--- src/rtl/cpu_pkg.sv ---
// Shared types for the writeback path: data width, register count, FIFO entry.
// No logic; constants and typedefs only.
// Imported by wb_fifo and writeback_arbiter.
package cpu_pkg;

  localparam int XLEN = 32;
  localparam int NREG = 32;
  localparam int RAW  = $clog2(NREG);

  typedef logic [RAW-1:0] reg_addr_t;

  typedef struct packed {
    reg_addr_t       rd;
    logic [XLEN-1:0] data;
  } wb_entry_t;

endpackage

--- src/rtl/wb_fifo.sv ---
// Synchronous FIFO of writeback entries buffering memory/muldiv results.
// Latency: a pushed entry is visible at head_o the cycle after the push edge.
// Backpressure: full_o is raised at DEPTH entries; the caller must not push when full.
module wb_fifo
  import cpu_pkg::*;
#(
  parameter int DEPTH = 4
) (
  input  logic                    clk,
  input  logic                    resetn,
  input  logic                    push_i,
  input  wb_entry_t               push_dat_i,
  input  logic                    pop_i,
  output wb_entry_t               head_o,
  output logic                    full_o,
  output logic                    empty_o,
  output logic [$clog2(DEPTH):0]  count_o
);

  localparam int AW = $clog2(DEPTH);

  // Pointers carry one extra MSB so full and empty are distinguishable.
  logic [AW:0] wr_q, wr_d;
  logic [AW:0] rd_q, rd_d;
  wb_entry_t   mem_q [DEPTH];

  // Next-state pointer arithmetic; the low AW bits wrap modulo DEPTH.
  always_comb begin
    wr_d = wr_q;
    rd_d = rd_q;
    if (push_i) wr_d = wr_q + 1'b1;
    if (pop_i)  rd_d = rd_q + 1'b1;
  end

  // Pointer registers; reset empties the FIFO.
  always_ff @(posedge clk or negedge resetn) begin
    if (!resetn) begin
      wr_q <= '0;
      rd_q <= '0;
    end else begin
      wr_q <= wr_d;
      rd_q <= rd_d;
    end
  end

  // Storage needs no reset: entries are only read between push and pop.
  always_ff @(posedge clk) begin
    if (push_i) mem_q[wr_q[AW-1:0]] <= push_dat_i;
  end

  assign head_o  = mem_q[rd_q[AW-1:0]];
  assign count_o = wr_q - rd_q;
  assign full_o  = (count_o == (AW+1)'(DEPTH));
  assign empty_o = (wr_q == rd_q);

endmodule

--- src/rtl/writeback_arbiter.sv ---
// Merges ALU (priority) and buffered memory results onto the regfile write port; tracks busy regs.
// Latency: ALU result 1 cycle to wen/waddr/wdata; memory result at least 2 cycles.
// Backpressure: mem_ready = !full of the memory-result FIFO; the ALU path is always accepted.
module writeback_arbiter
  import cpu_pkg::*;
#(
  parameter int FIFO_DEPTH = 4
) (
  input  logic             clk,
  input  logic             resetn,
  input  logic             issue_valid,
  input  logic [RAW-1:0]   issue_rd,
  input  logic             alu_valid,
  input  logic [RAW-1:0]   alu_rd,
  input  logic [XLEN-1:0]  alu_data,
  input  logic             mem_valid,
  output logic             mem_ready,
  input  logic [RAW-1:0]   mem_rd,
  input  logic [XLEN-1:0]  mem_data,
  output logic             wen,
  output logic [RAW-1:0]   waddr,
  output logic [XLEN-1:0]  wdata,
  input  logic [RAW-1:0]   rs1,
  input  logic [RAW-1:0]   rs2,
  output logic             rs1_busy,
  output logic             rs2_busy
);

  localparam int CW = $clog2(FIFO_DEPTH) + 1;

  wb_entry_t       head;
  logic            fifo_full, fifo_empty, fifo_push, fifo_pop;
  logic [CW-1:0]   fifo_cnt;

  logic            sel_vld;
  reg_addr_t       sel_rd;
  logic [XLEN-1:0] sel_data;

  logic            wen_q, wen_d;
  reg_addr_t       waddr_q, waddr_d;
  logic [XLEN-1:0] wdata_q, wdata_d;
  logic [NREG-1:0] busy_q, busy_d;
  logic            rs1_busy_q, rs1_busy_d;
  logic            rs2_busy_q, rs2_busy_d;

  assign mem_ready = !fifo_full;
  assign fifo_push = mem_valid && mem_ready;
  // The FIFO head is consumed whenever the ALU leaves the write port free,
  // including when the head targets x0.
  assign fifo_pop  = !alu_valid && !fifo_empty;

  wb_fifo #(.DEPTH(FIFO_DEPTH)) u_fifo (
    .clk        (clk),
    .resetn     (resetn),
    .push_i     (fifo_push),
    .push_dat_i ({mem_rd, mem_data}),
    .pop_i      (fifo_pop),
    .head_o     (head),
    .full_o     (fifo_full),
    .empty_o    (fifo_empty),
    .count_o    (fifo_cnt)
  );

  // Commit mux, scoreboard update and hazard-flag next state.
  always_comb begin
    sel_vld  = alu_valid || !fifo_empty;
    sel_rd   = alu_valid ? alu_rd   : head.rd;
    sel_data = alu_valid ? alu_data : head.data;

    wen_d   = sel_vld && (sel_rd != '0);
    waddr_d = wen_d ? sel_rd   : waddr_q;
    wdata_d = wen_d ? sel_data : wdata_q;

    // Clear first so a same-edge issue to the same rd (the newer writer) wins.
    busy_d = busy_q;
    if (sel_vld) busy_d[sel_rd] = 1'b0;
    if (issue_valid && (issue_rd != '0)) busy_d[issue_rd] = 1'b1;
    busy_d[0] = 1'b0;

    // The in-flight write term covers the regfile's read-during-write old value.
    rs1_busy_d = (rs1 != '0) && (busy_q[rs1] || (wen_q && (waddr_q == rs1)));
    rs2_busy_d = (rs2 != '0) && (busy_q[rs2] || (wen_q && (waddr_q == rs2)));
  end

  // Write-port, scoreboard and hazard-flag registers; reset drops pending state.
  always_ff @(posedge clk or negedge resetn) begin
    if (!resetn) begin
      wen_q      <= 1'b0;
      waddr_q    <= '0;
      wdata_q    <= '0;
      busy_q     <= '0;
      rs1_busy_q <= 1'b0;
      rs2_busy_q <= 1'b0;
    end else begin
      wen_q      <= wen_d;
      waddr_q    <= waddr_d;
      wdata_q    <= wdata_d;
      busy_q     <= busy_d;
      rs1_busy_q <= rs1_busy_d;
      rs2_busy_q <= rs2_busy_d;
    end
  end

  // The occupancy can never exceed the buffer size while mem_ready gates pushes.
  always_ff @(posedge clk) begin
    if (resetn) assert (fifo_cnt <= CW'(FIFO_DEPTH));
  end

  assign wen      = wen_q;
  assign waddr    = waddr_q;
  assign wdata    = wdata_q;
  assign rs1_busy = rs1_busy_q;
  assign rs2_busy = rs2_busy_q;

endmodule

--- config.mk ---
export PLATFORM = sky130hd
export DESIGN_NAME = writeback_arbiter
export DESIGN_NICKNAME = d
export VERILOG_FILES = /design/src/rtl/cpu_pkg.sv /design/src/rtl/wb_fifo.sv /design/src/rtl/writeback_arbiter.sv
export SDC_FILE = /design/constraint.sdc
export NUM_CORES = 1
export LEC_CHECK = 0
export BUFFER_PORTS_ARGS = -buffer_cell sky130_fd_sc_hd__buf_4
export CORE_MARGIN = 5
export CORE_UTILIZATION = 58
export DETAILED_ROUTE_END_ITERATION = 16
export GPL_TIMING_DRIVEN = 0
export PLACE_DENSITY = 0.8
export SYNTH_ARGS = -nofsm -noshare
export SYNTH_HDL_FRONTEND = slang
export SYNTH_SLANG_ARGS = --single-unit
--- constraint.sdc ---
create_clock -name clk -period 3.65 [get_ports clk]
set_input_delay 0.5475 -clock clk [delete_from_list [all_inputs] [get_ports clk]]
set_output_delay 0.5475 -clock clk [all_outputs]
set_load 0.03 [all_outputs]
==> flow_metrics.env, run 1 <==
export IMPL_busiest_layer="met2"
export IMPL_fmax_mhz=297.2
export IMPL_fin_area_mm2=0.01265
export IMPL_drt_iter0_markers=661
export IMPL_power_switching_mw=4.008
export IMPL_grtUsageMet3_pct=3.385
export IMPL_slew_headroom_pct=33.50
export IMPL_cpMostUsedCell="clkbuf_1"
export IMPL_finalSetupTns_ns=0
export IMPL_crit_start="u_fifo.rd_q[1]"
export IMPL_grt_pass1_wl_um=39550
export IMPL_core_area_mm2=0.01790
export IMPL_cts_tree="done"
export IMPL_initial_core_util_pct=58.86
export IMPL_fin_util_pct=70.64
export IMPL_hold_viol=0
export IMPL_h_tree_depth=1
export IMPL_maxSlewViolCount=0
export IMPL_worst_pin_slew_ns=0.9974
export IMPL_io_buffers=128
export IMPL_grtUsageMet2_pct=40.12
export IMPL_hold_ws_ns=0.1991
export IMPL_dpl_instance_area_mm2=0.01187
export IMPL_r2r_start="u_fifo.rd_q[1]"
export IMPL_finalNonFillerCells=1103
export IMPL_r2r_cells=11
export IMPL_synth_cells=698
export IMPL_synth_async_sr_flop_share_pct=34.22
export IMPL_place_inst=1059
export IMPL_crit_type="reg -> reg"
export IMPL_critPathSlowestCell="clkbuf_1"
export IMPL_p_int_mw=6.844
export IMPL_switching_share_pct=36.93
export IMPL_r2r_slack_ns=0.28
export IMPL_clkTransAtPathRegs_ns=0.06
export IMPL_postSynthAreaPerCell_um2=15.10
export IMPL_setup_viol=0
export IMPL_min_period_ns=3.365
export IMPL_final_layout_size_suffix_gt1_share_pct=35.62
export IMPL_clkPwrFrac_pct=21.5
export IMPL_status="finished clean"
export IMPL_die_area_mm2=0.02096
export IMPL_route_vias_total=6981
export IMPL_cts_sinks=225
export IMPL_cts_root_buf="clkbuf_16"
export IMPL_finalWirelength_um=25530
export IMPL_antenna_found_initial=0
export IMPL_combPwrFrac_pct=40.5
export IMPL_cts_buffers_inserted=24
export IMPL_crit_chain="buf_6 > buf_6 > clkbuf_1 > inv_1 > ha_1 > nand2_1 > or3_1 > clkbuf_1 > clkbuf_1 > nand4_1 > o2bb2ai_1"
export IMPL_p_leak_nw=4.786
export IMPL_finClkSkew_ns=0.008419
export IMPL_fin_total_pwr_mw=10.85
export IMPL_start_kind="flip-flop"
export IMPL_clock_path_buffers=3
export IMPL_hold_buffers=0
export IMPL_period_share_pct=92.20
export IMPL_viasPerCell=6.329
export IMPL_worstPathRequired_ns=4.03
export IMPL_ios=135
export IMPL_synth_fp_nets=799
export IMPL_grt_pass1_vias=7057
export IMPL_cp_max_fo=10
export IMPL_power_density_mw_per_mm2=858.1
export IMPL_synthFlopType="edfxtp_1"
export IMPL_gp_congestion=0.9038
export IMPL_slowest_delay_ns=0.46
export IMPL_hpwl_um=18060
export IMPL_synth_edf_count=148
export IMPL_ys_types=51
export IMPL_seqPwrFrac_pct=38.0
export IMPL_drc_errors=0
export IMPL_grt_overflow=0
export IMPL_fillers=1182
export IMPL_grt_usage_pct=24.58
export IMPL_fp_dieW_um=144.8
export IMPL_chipHeight_um=144.8
export IMPL_maxCapViolations=0
export IMPL_rows=49
export IMPL_nets=957
export IMPL_yosysWarnings=0
export IMPL_clk_latency_ns=0.51
export IMPL_antenna_left=0
export IMPL_min_delay_path_class="in -> async"
export IMPL_vdd_ir_drop_max_uv=503.2
export IMPL_arrival_ns=3.75
export IMPL_r2r_end="busy_q[8]"
export IMPL_grt_use_met1_pct=34.65
export IMPL_grt_setup_unrepaired="no"
export IMPL_grt_max_degree=78
export IMPL_mappedNetlistArea_mm2=0.01054
export IMPL_end_kind="flip-flop"
export IMPL_drtPass1Iterations=5
export IMPL_fin_ws_ns=0.2849
export IMPL_seq_area_frac_synth_pct=60.46
export IMPL_layout_cells_most_common="edfxtp_1"
export IMPL_final_cell_mix="edfxtp_1, buf_4, dfrtp_1, mux4_2, inv_1"
export IMPL_ys_seq_elements=225
export IMPL_pre_cts_ws_ns=0.08198
export IMPL_areaGrowthSynthToFinish_pct=20.01
export IMPL_wl_per_cell_um=23.15
export IMPL_cp_endpoint="busy_q[8]"
worst min-delay path by stage:
stage,end,slack (ns)
after floorplan,busy_q[10],0.25
after global placement,busy_q[26],0.50
after detailed placement,busy_q[12],0.51
after CTS,rs2_busy,0.23
after global routing,u_fifo.mem_q[3][32],0.23
final,busy_q[22],0.20
cell usage after synthesis (all sizes together) (18+ instances only):
cell | instances | area (um2)
clkbuf | 26 | 97.59
dfrtp | 77 | 1927
inv | 40 | 150.1
buf | 23 | 185.2
nor2 | 39 | 156.4
o21ai | 30 | 150.1
mux2 | 34 | 382.9
edfxtp | 148 | 4444
nand2 | 18 | 67.56
a311oi | 32 | 280.3
mux4 | 48 | 1081
a211oi | 33 | 382.9
logic make-up (layout without fill, tap and decap cells):
logic type	count (synthesis)	in the layout	share of synthesized area, %
other	0	1	0
muxes	98	98	15.41
AOI/OAI and AO/OA	150	150	12.28
buffers and inverters	89	264	4.108
and+or+nand+nor	112	112	5.497
xor gates and xnor gates	17	17	1.413
DFF	225	225	60.46
adders and majority gates	7	7	0.8311
critical path, delay by kind of cell (launching register included):
kind            cells  cell delay (ns)
fa+ha+maj           1             0.39
flops               1             0.37
buf+inv             6             1.81
compound gates      1             0.16
simple gates        3             0.51
registers in the layout, indices dropped and copies added (netlist names):
| name | flops |
|---|---|
| rs2_busy | 1 |
| u_fifo.rd_q | 3 |
| wdata | 32 |
| wen | 1 |
| rs1_busy | 1 |
| u_fifo.mem_q | 148 |
| busy_q | 31 |
| waddr | 5 |
| u_fifo.wr_q | 3 |
power by group through the flow:
stage / sequential [mW] / combinational [mW] / clock, mW
6_report: 4.13 / 4.39 / 2.33
5_1_grt: 4.20 / 4.72 / 2.47
4_1_cts: 4.11 / 4.39 / 2.36
3_5_place_dp: 4.16 / 4.36 / 0
3_3_place_gp: 4.12 / 4.16 / 0
2_1_floorplan: 4.44 / 2.60 / 0
what timing repair did:
item	4_1_cts	5_1_grt
hold endpoints to repair	0	0
gates resized for setup	0	1
setup buffers	0	0
setup endpoints to repair	0	37
layout make-up:
| type | instances | area (um2) | area share [%] |
|---|---|---|---|
| sequential | 225 | 6371 | 50.38 |
| multi-input combinational | 384 | 3744 | 29.60 |
| inverter | 40 | 150.1 | 1.187 |
| clock buffer | 33 | 685.7 | 5.422 |
| buffer | 49 | 282.8 | 2.236 |
| antenna | 1 | 2.502 | 0.01979 |
| tap | 229 | 286.5 | 2.266 |
| clock inverter | 10 | 82.58 | 0.6530 |
| timing repair buffer | 132 | 1041 | 8.232 |
layer usage:
metal	up-vias	wire (um)
met5	-	0
met4	0	522
met3	38	1990
met2	327	12790
met1	3539	10220
li1	3077	-
No activity file was read; power rests on OpenSTA's default activity.
==> inputs of run 2 (changes only) <==
- ABC_CLOCK_PERIOD_IN_PS: default -> 3200
- clock period: 3.65 -> 3.2 ns (I/O delays scaled with it)
==> run 2 against run 1 <==
Worst setup slack better by 0.034 ns. Via count hardly changed. Sequential share of layout area about the same. Final area is essentially flat. Die area stayed put. Register-to-register slack improved by 0.03 ns. Routed wire length decreased by 0.16%. Flip-flop and latch count unchanged. Final cell count about the same. First-iteration DRC count decreased by 4.2%. Non-clock buffer count is 1 lower.
==> flow_metrics.env, run 2 (synthesis results as in run 1) <==
export IMPL_viasPerCell=6.332
export IMPL_crit_type="reg -> reg"
export IMPL_vdd_ir_drop_max_uv=574.2
export IMPL_arrival_ns=3.26
export IMPL_maxSlewViolCount=0
export IMPL_chipHeight_um=144.8
export IMPL_fin_ws_ns=0.3185
export IMPL_core_area_mm2=0.01790
export IMPL_finalSetupTns_ns=0
export IMPL_hold_viol=0
export IMPL_dpl_instance_area_mm2=0.01187
export IMPL_cp_max_fo=19
export IMPL_io_buffers=128
export IMPL_critPathSlowestCell="clkbuf_1"
export IMPL_antenna_left=0
export IMPL_cts_buffers_inserted=24
export IMPL_finalWirelength_um=25490
export IMPL_final_layout_size_suffix_gt1_share_pct=35.67
export IMPL_fin_area_mm2=0.01264
export IMPL_slowest_delay_ns=0.45
export IMPL_status="finished clean"
export IMPL_largest_reg_flops=148
export IMPL_slew_headroom_pct=33.60
export IMPL_path_buf_inv=5
export IMPL_worstPathRequired_ns=3.58
export IMPL_fillers=1182
export IMPL_clk_latency_ns=0.51
export IMPL_critPathTopFamily="buffers and inverters"
export IMPL_grt_max_degree=78
export IMPL_drt_iter0_markers=633
export IMPL_grt_pass1_vias=7056
export IMPL_finalNonFillerCells=1102
export IMPL_hpwl_um=18060
export IMPL_start_kind="flip-flop"
export IMPL_place_inst=1059
export IMPL_final_cell_mix="edfxtp_1, buf_4, dfrtp_1, mux4_2, inv_1"
export IMPL_drtPass1Iterations=5
export IMPL_ios=135
export IMPL_fp_dieW_um=144.8
export IMPL_areaGrowthSynthToFinish_pct=19.97
export IMPL_fin_util_pct=70.62
export IMPL_power_density_mw_per_mm2=979.3
export IMPL_grt_setup_unrepaired="no"
export IMPL_end_kind="flip-flop"
export IMPL_finClkSkew_ns=0.01050
export IMPL_h_tree_depth=1
export IMPL_pre_cts_ws_ns=-0.3680
export IMPL_initial_core_util_pct=58.86
export IMPL_wl_per_cell_um=23.13
export IMPL_period_share_pct=90.05
export IMPL_post_cts_buffers=0
export IMPL_setup_viol=0
export IMPL_grt_pass1_wl_um=39540
export IMPL_drc_errors=0
export IMPL_hold_ws_ns=0.1220
export IMPL_min_delay_path_class="in -> async"
export IMPL_gp_congestion=0.9038
export IMPL_p_leak_nw=4.785
export IMPL_route_vias_total=6978
export IMPL_fmax_mhz=347.0
export IMPL_clkTransAtPathRegs_ns=0.06
export IMPL_grt_usage_pct=24.57
export IMPL_clock_path_buffers=3
export IMPL_cts_root_buf="clkbuf_16"
export IMPL_crit_chain="buf_6 > buf_6 > inv_1 > ha_1 > nand2_1 > or3_1 > clkbuf_1 > clkbuf_1 > nand4_1 > o2bb2ai_1"
export IMPL_rows=49
export IMPL_nets=956
export IMPL_worst_pin_slew_ns=0.9961
export IMPL_hold_buffers=0
export IMPL_min_period_ns=2.881
export IMPL_cts_tree="done"
export IMPL_fin_total_pwr_mw=12.38
export IMPL_antenna_found_initial=0
export IMPL_grt_overflow=0
export IMPL_die_area_mm2=0.02096
export IMPL_maxCapViolations=0
export IMPL_cts_sinks=225
export IMPL_layout_cells_most_common="edfxtp_1"
run 2: area by class of cell:
cell class	instances	area, um2	share of cell area [%]
diodes	1	2.502	0.01979
plain buffers	48	279.0	2.207
clock buffers	33	685.7	5.424
clock inverters	10	82.58	0.6532
inverters	40	150.1	1.188
multi-input cells	384	3744	29.61
flip-flops and latches	225	6371	50.40
well taps	229	286.5	2.266
repair buffers	132	1041	8.234
run 2: final timing paths:
path | from | end | slack [ns] | cells past startpoint
worst max-delay path | u_fifo.rd_q[1] | busy_q[8] | 0.32 | 10
worst min-delay path | resetn | busy_q[22] | 0.12 | 1
worst max register to register | u_fifo.rd_q[1] | busy_q[8] | 0.32 | 10
worst min register to register | busy_q[12] | busy_q[12] | 0.53 | 1
max in group asynchronous | resetn | u_fifo.wr_q[1] | 2.42 | 1
min in group clk | mem_data[11] | u_fifo.mem_q[3][11] | 0.17 | 1
run 2: where the power goes:
part | leakage, nW | internal, mW | switching (mW)
combinational | 2.13 | 2.12 | 2.89
sequential | 2.27 | 4.11 | 0.602
clock | 0.384 | 1.58 | 1.09
total | 4.79 | 7.80 | 4.58
run 2: repair_timing:
item,4_1_cts,5_1_grt
resized for setup,1,0
endpoints found under the setup margin,180,0
endpoints found under the hold margin,0,0
run 2: routing by layer:
layer	GRT usage, %	share of wire, %	wire length, um	vias to the layer above
met2	39.90	50	12700	301
li1	-	-	-	3080
met5	0	0	0	-
met4	8.346	2.5	628	0
met3	3.385	6.9	1762	48
met1	34.74	41	10400	3549
==> inputs of run 3 (changes only) <==
- ABC_AREA: default -> 1
- CORE_ASPECT_RATIO: default -> 1.25
- CTS_CLUSTER_DIAMETER: default -> 40
==> run 3 against run 2 <==
Register-to-register slack got worse by 0.12 ns. Final cell count rose by 39%. Maximum frequency fell by 3.9%.
==> flow_metrics.env, run 3 <==
export IMPL_finalWirelength_um=27790
export IMPL_worstPathRequired_ns=3.42
export IMPL_grt_max_degree=78
export IMPL_critPathTopFamily="simple AND/OR/NAND/NOR gates"
export IMPL_hpwl_um=18170
export IMPL_finalSetupTns_ns=0
export IMPL_wl_per_cell_um=18.17
export IMPL_synth_top_area_cell="edfxtp_1"
export IMPL_crit_chain="inv_1 > buf_2 > ha_1 > a21oi_1 > nand2_1 > nand4_1 > nand2_1 > nor2_4 > buf_12"
export IMPL_vdd_ir_drop_max_uv=653.7
export IMPL_clock_path_buffers=3
export IMPL_core_area_mm2=0.01750
export IMPL_final_cell_mix="nand2_1, edfxtp_1, buf_4, nand3_1, inv_1"
export IMPL_n_antenna_cell=0
export IMPL_seq_area_frac_synth_pct=61.73
export IMPL_fin_total_pwr_mw=12.31
export IMPL_path_buf_inv=3
export IMPL_period_share_pct=93.70
export IMPL_clk_latency_ns=0.53
export IMPL_crit_type="reg -> reg"
export IMPL_ys_types=31
export IMPL_postSynthAreaPerCell_um2=9.207
export IMPL_largest_reg_flops=148
export IMPL_seq_area_mm2=0.006371
export IMPL_arrival_ns=3.22
export IMPL_drt_iter0_markers=754
export IMPL_nets=1389
export IMPL_areaGrowthSynthToFinish_pct=22.44
export IMPL_drtPass1Iterations=7
export IMPL_mappedNetlistArea_mm2=0.01032
export IMPL_cp_max_fo=28
export IMPL_chipHeight_um=159.1
export IMPL_clkTransAtPathRegs_ns=0.07
export IMPL_route_vias_total=8561
export IMPL_yosys_top_cells_count="nand2_1, edfxtp_1, nand3_1"
export IMPL_grt_usage_pct=26.87
export IMPL_layout_cells_most_common="nand2_1"
export IMPL_fin_ws_ns=0.2015
export IMPL_min_period_ns=2.998
export IMPL_fillers=1250
export IMPL_grt_overflow=0
export IMPL_maxCapViolations=0
export IMPL_pre_cts_ws_ns=-0.5906
export IMPL_synth_area_top_cells="edfxtp_1, dfrtp_1, nand2_1, nand3_1, a21oi_1"
export IMPL_h_tree_depth=1
export IMPL_slew_headroom_pct=22.86
export IMPL_start_kind="flip-flop"
export IMPL_fin_util_pct=72.22
export IMPL_ios=135
export IMPL_yosys_area_top_type_share_pct=43.06
export IMPL_initial_core_util_pct=58.98
export IMPL_hold_ws_ns=0.1257
export IMPL_p_leak_nw=5.771
export IMPL_synthFlopType="edfxtp_1"
export IMPL_power_density_mw_per_mm2=974.1
export IMPL_grt_pass1_vias=8636
export IMPL_rows=54
export IMPL_setup_viol=0
export IMPL_worst_pin_slew_ns=1.148
export IMPL_yosysMostFrequentCell="nand2_1"
export IMPL_drc_errors=0
export IMPL_cpMostUsedCell="nand2_1"
export IMPL_min_delay_path_class="in -> async"
export IMPL_end_kind="flip-flop"
export IMPL_maxSlewViolCount=0
export IMPL_viasPerCell=5.595
export IMPL_cts_sinks=225
export IMPL_io_buffers=128
export IMPL_yosysWarnings=0
export IMPL_cts_buffers_inserted=24
export IMPL_final_layout_size_suffix_gt1_share_pct=17.08
export IMPL_critPathSlowestCell="nand2_1"
export IMPL_hold_buffers=0
export IMPL_multi_input_area_mm2=0.003393
export IMPL_antenna_left=0
export IMPL_grt_setup_unrepaired="no"
export IMPL_slowest_delay_ns=0.40
export IMPL_fmax_mhz=333.5
export IMPL_status="finished clean"
export IMPL_synth_cells=1121
export IMPL_synth_edf_count=148
export IMPL_gp_congestion=0.9704
export IMPL_cts_root_buf="clkbuf_16"
export IMPL_synth_fp_nets=1222
export IMPL_die_area_mm2=0.02058
export IMPL_antenna_found_initial=0
export IMPL_synth_async_sr_flop_share_pct=34.22
export IMPL_hold_viol=0
export IMPL_finClkSkew_ns=0.02792
export IMPL_ys_seq_elements=225
export IMPL_cts_tree="done"
export IMPL_grt_pass1_wl_um=43700
export IMPL_fp_dieW_um=129.3
-- run 3: cell count changes in the layout (fill, tap and decap cells not counted), moves of 12 or more --
cell / previous run / this run
mux4_2: 48 / 0
a311oi_1: 32 / 0
o21ai_0: 21 / 3
nand2_1: 18 / 472
nand3_1: 9 / 107
nor2_1: 37 / 15
mux2i_1: 16 / 0
a21oi_1: 3 / 71
o31ai_1: 12 / 32
a211oi_2: 27 / 0
inv_1: 40 / 87
nor3_1: 1 / 13
o41ai_1: 12 / 0
mux2_2: 32 / 0
-- run 3: path summary, 6_finish.rpt --
path,cells after the start,end,startpoint,slack [ns]
max,9,u_fifo.mem_q[2][17],u_fifo.rd_q[1],0.20
min,1,wdata[6],resetn,0.13
max reg2reg,9,u_fifo.mem_q[2][17],u_fifo.rd_q[1],0.20
min reg2reg,2,wdata[6],wdata[6],0.47
max in group asynchronous,1,wdata[21],resetn,2.36
min in group clk,1,u_fifo.mem_q[2][11],mem_data[11],0.15
-- run 3: worst reg2reg max path, stage by stage, from the launching register on --
cell     delay [ns]
dfrtp_1        0.39
inv_1          0.10
buf_2          0.38
ha_1           0.35
a21oi_1        0.22
nand2_1        0.08
nand4_1        0.14
nand2_1        0.40
nor2_4         0.37
buf_12         0.25
-- run 3: cell type report --
class	instances	share of cell area (%)
timing repair buffer	141	8.931
clock buffer	32	5.495
multi-input combinational	753	26.85
tap	224	2.218
inverter	91	2.703
clock inverter	12	1.386
sequential	225	50.42
buffer	52	2.000
-- run 3: power breakdown --
part,internal [mW],switching (mW),total (mW)
registers,4.10,0.451,4.55
clock network,1.80,1.16,2.96
logic,1.58,3.22,4.80
total,7.48,4.83,12.3
-- run 3: through the flow --
stage,cells,area (um2)
after global placement,1473,11580
after CTS,1526,12610
final,1530,12640
after floorplan,1121,10340
after global routing,1530,12640
after detailed placement,1476,11660
-- run 3: what timing repair did --
action,in CTS,in global routing
gates resized for setup,1,0
pin swaps,4,1
setup endpoints to repair,131,28
setup buffers,6,4
cloned,1,0
-- run 3: cells by family (layout without fill, tap and decap cells) --
kind of cell,Yosys count,after routing,synth area share [%]
AOI/OAI and AO/OA,113,113,6.389
DFF,225,225,61.73
and+or+nand+nor,624,625,24.56
adders and majority gates,7,7,0.8485
buffers and inverters,144,328,5.795
xor gates and xnor gates,8,8,0.6789
-- run 3: per-layer routing --
layer	wire length (um)	up-vias	track usage, %
met3	2324	72	4.161
met4	919	0	11.17
met1	10010	4016	33.20
met5	0	-	0
li1	-	4034	-
met2	14540	439	46.63
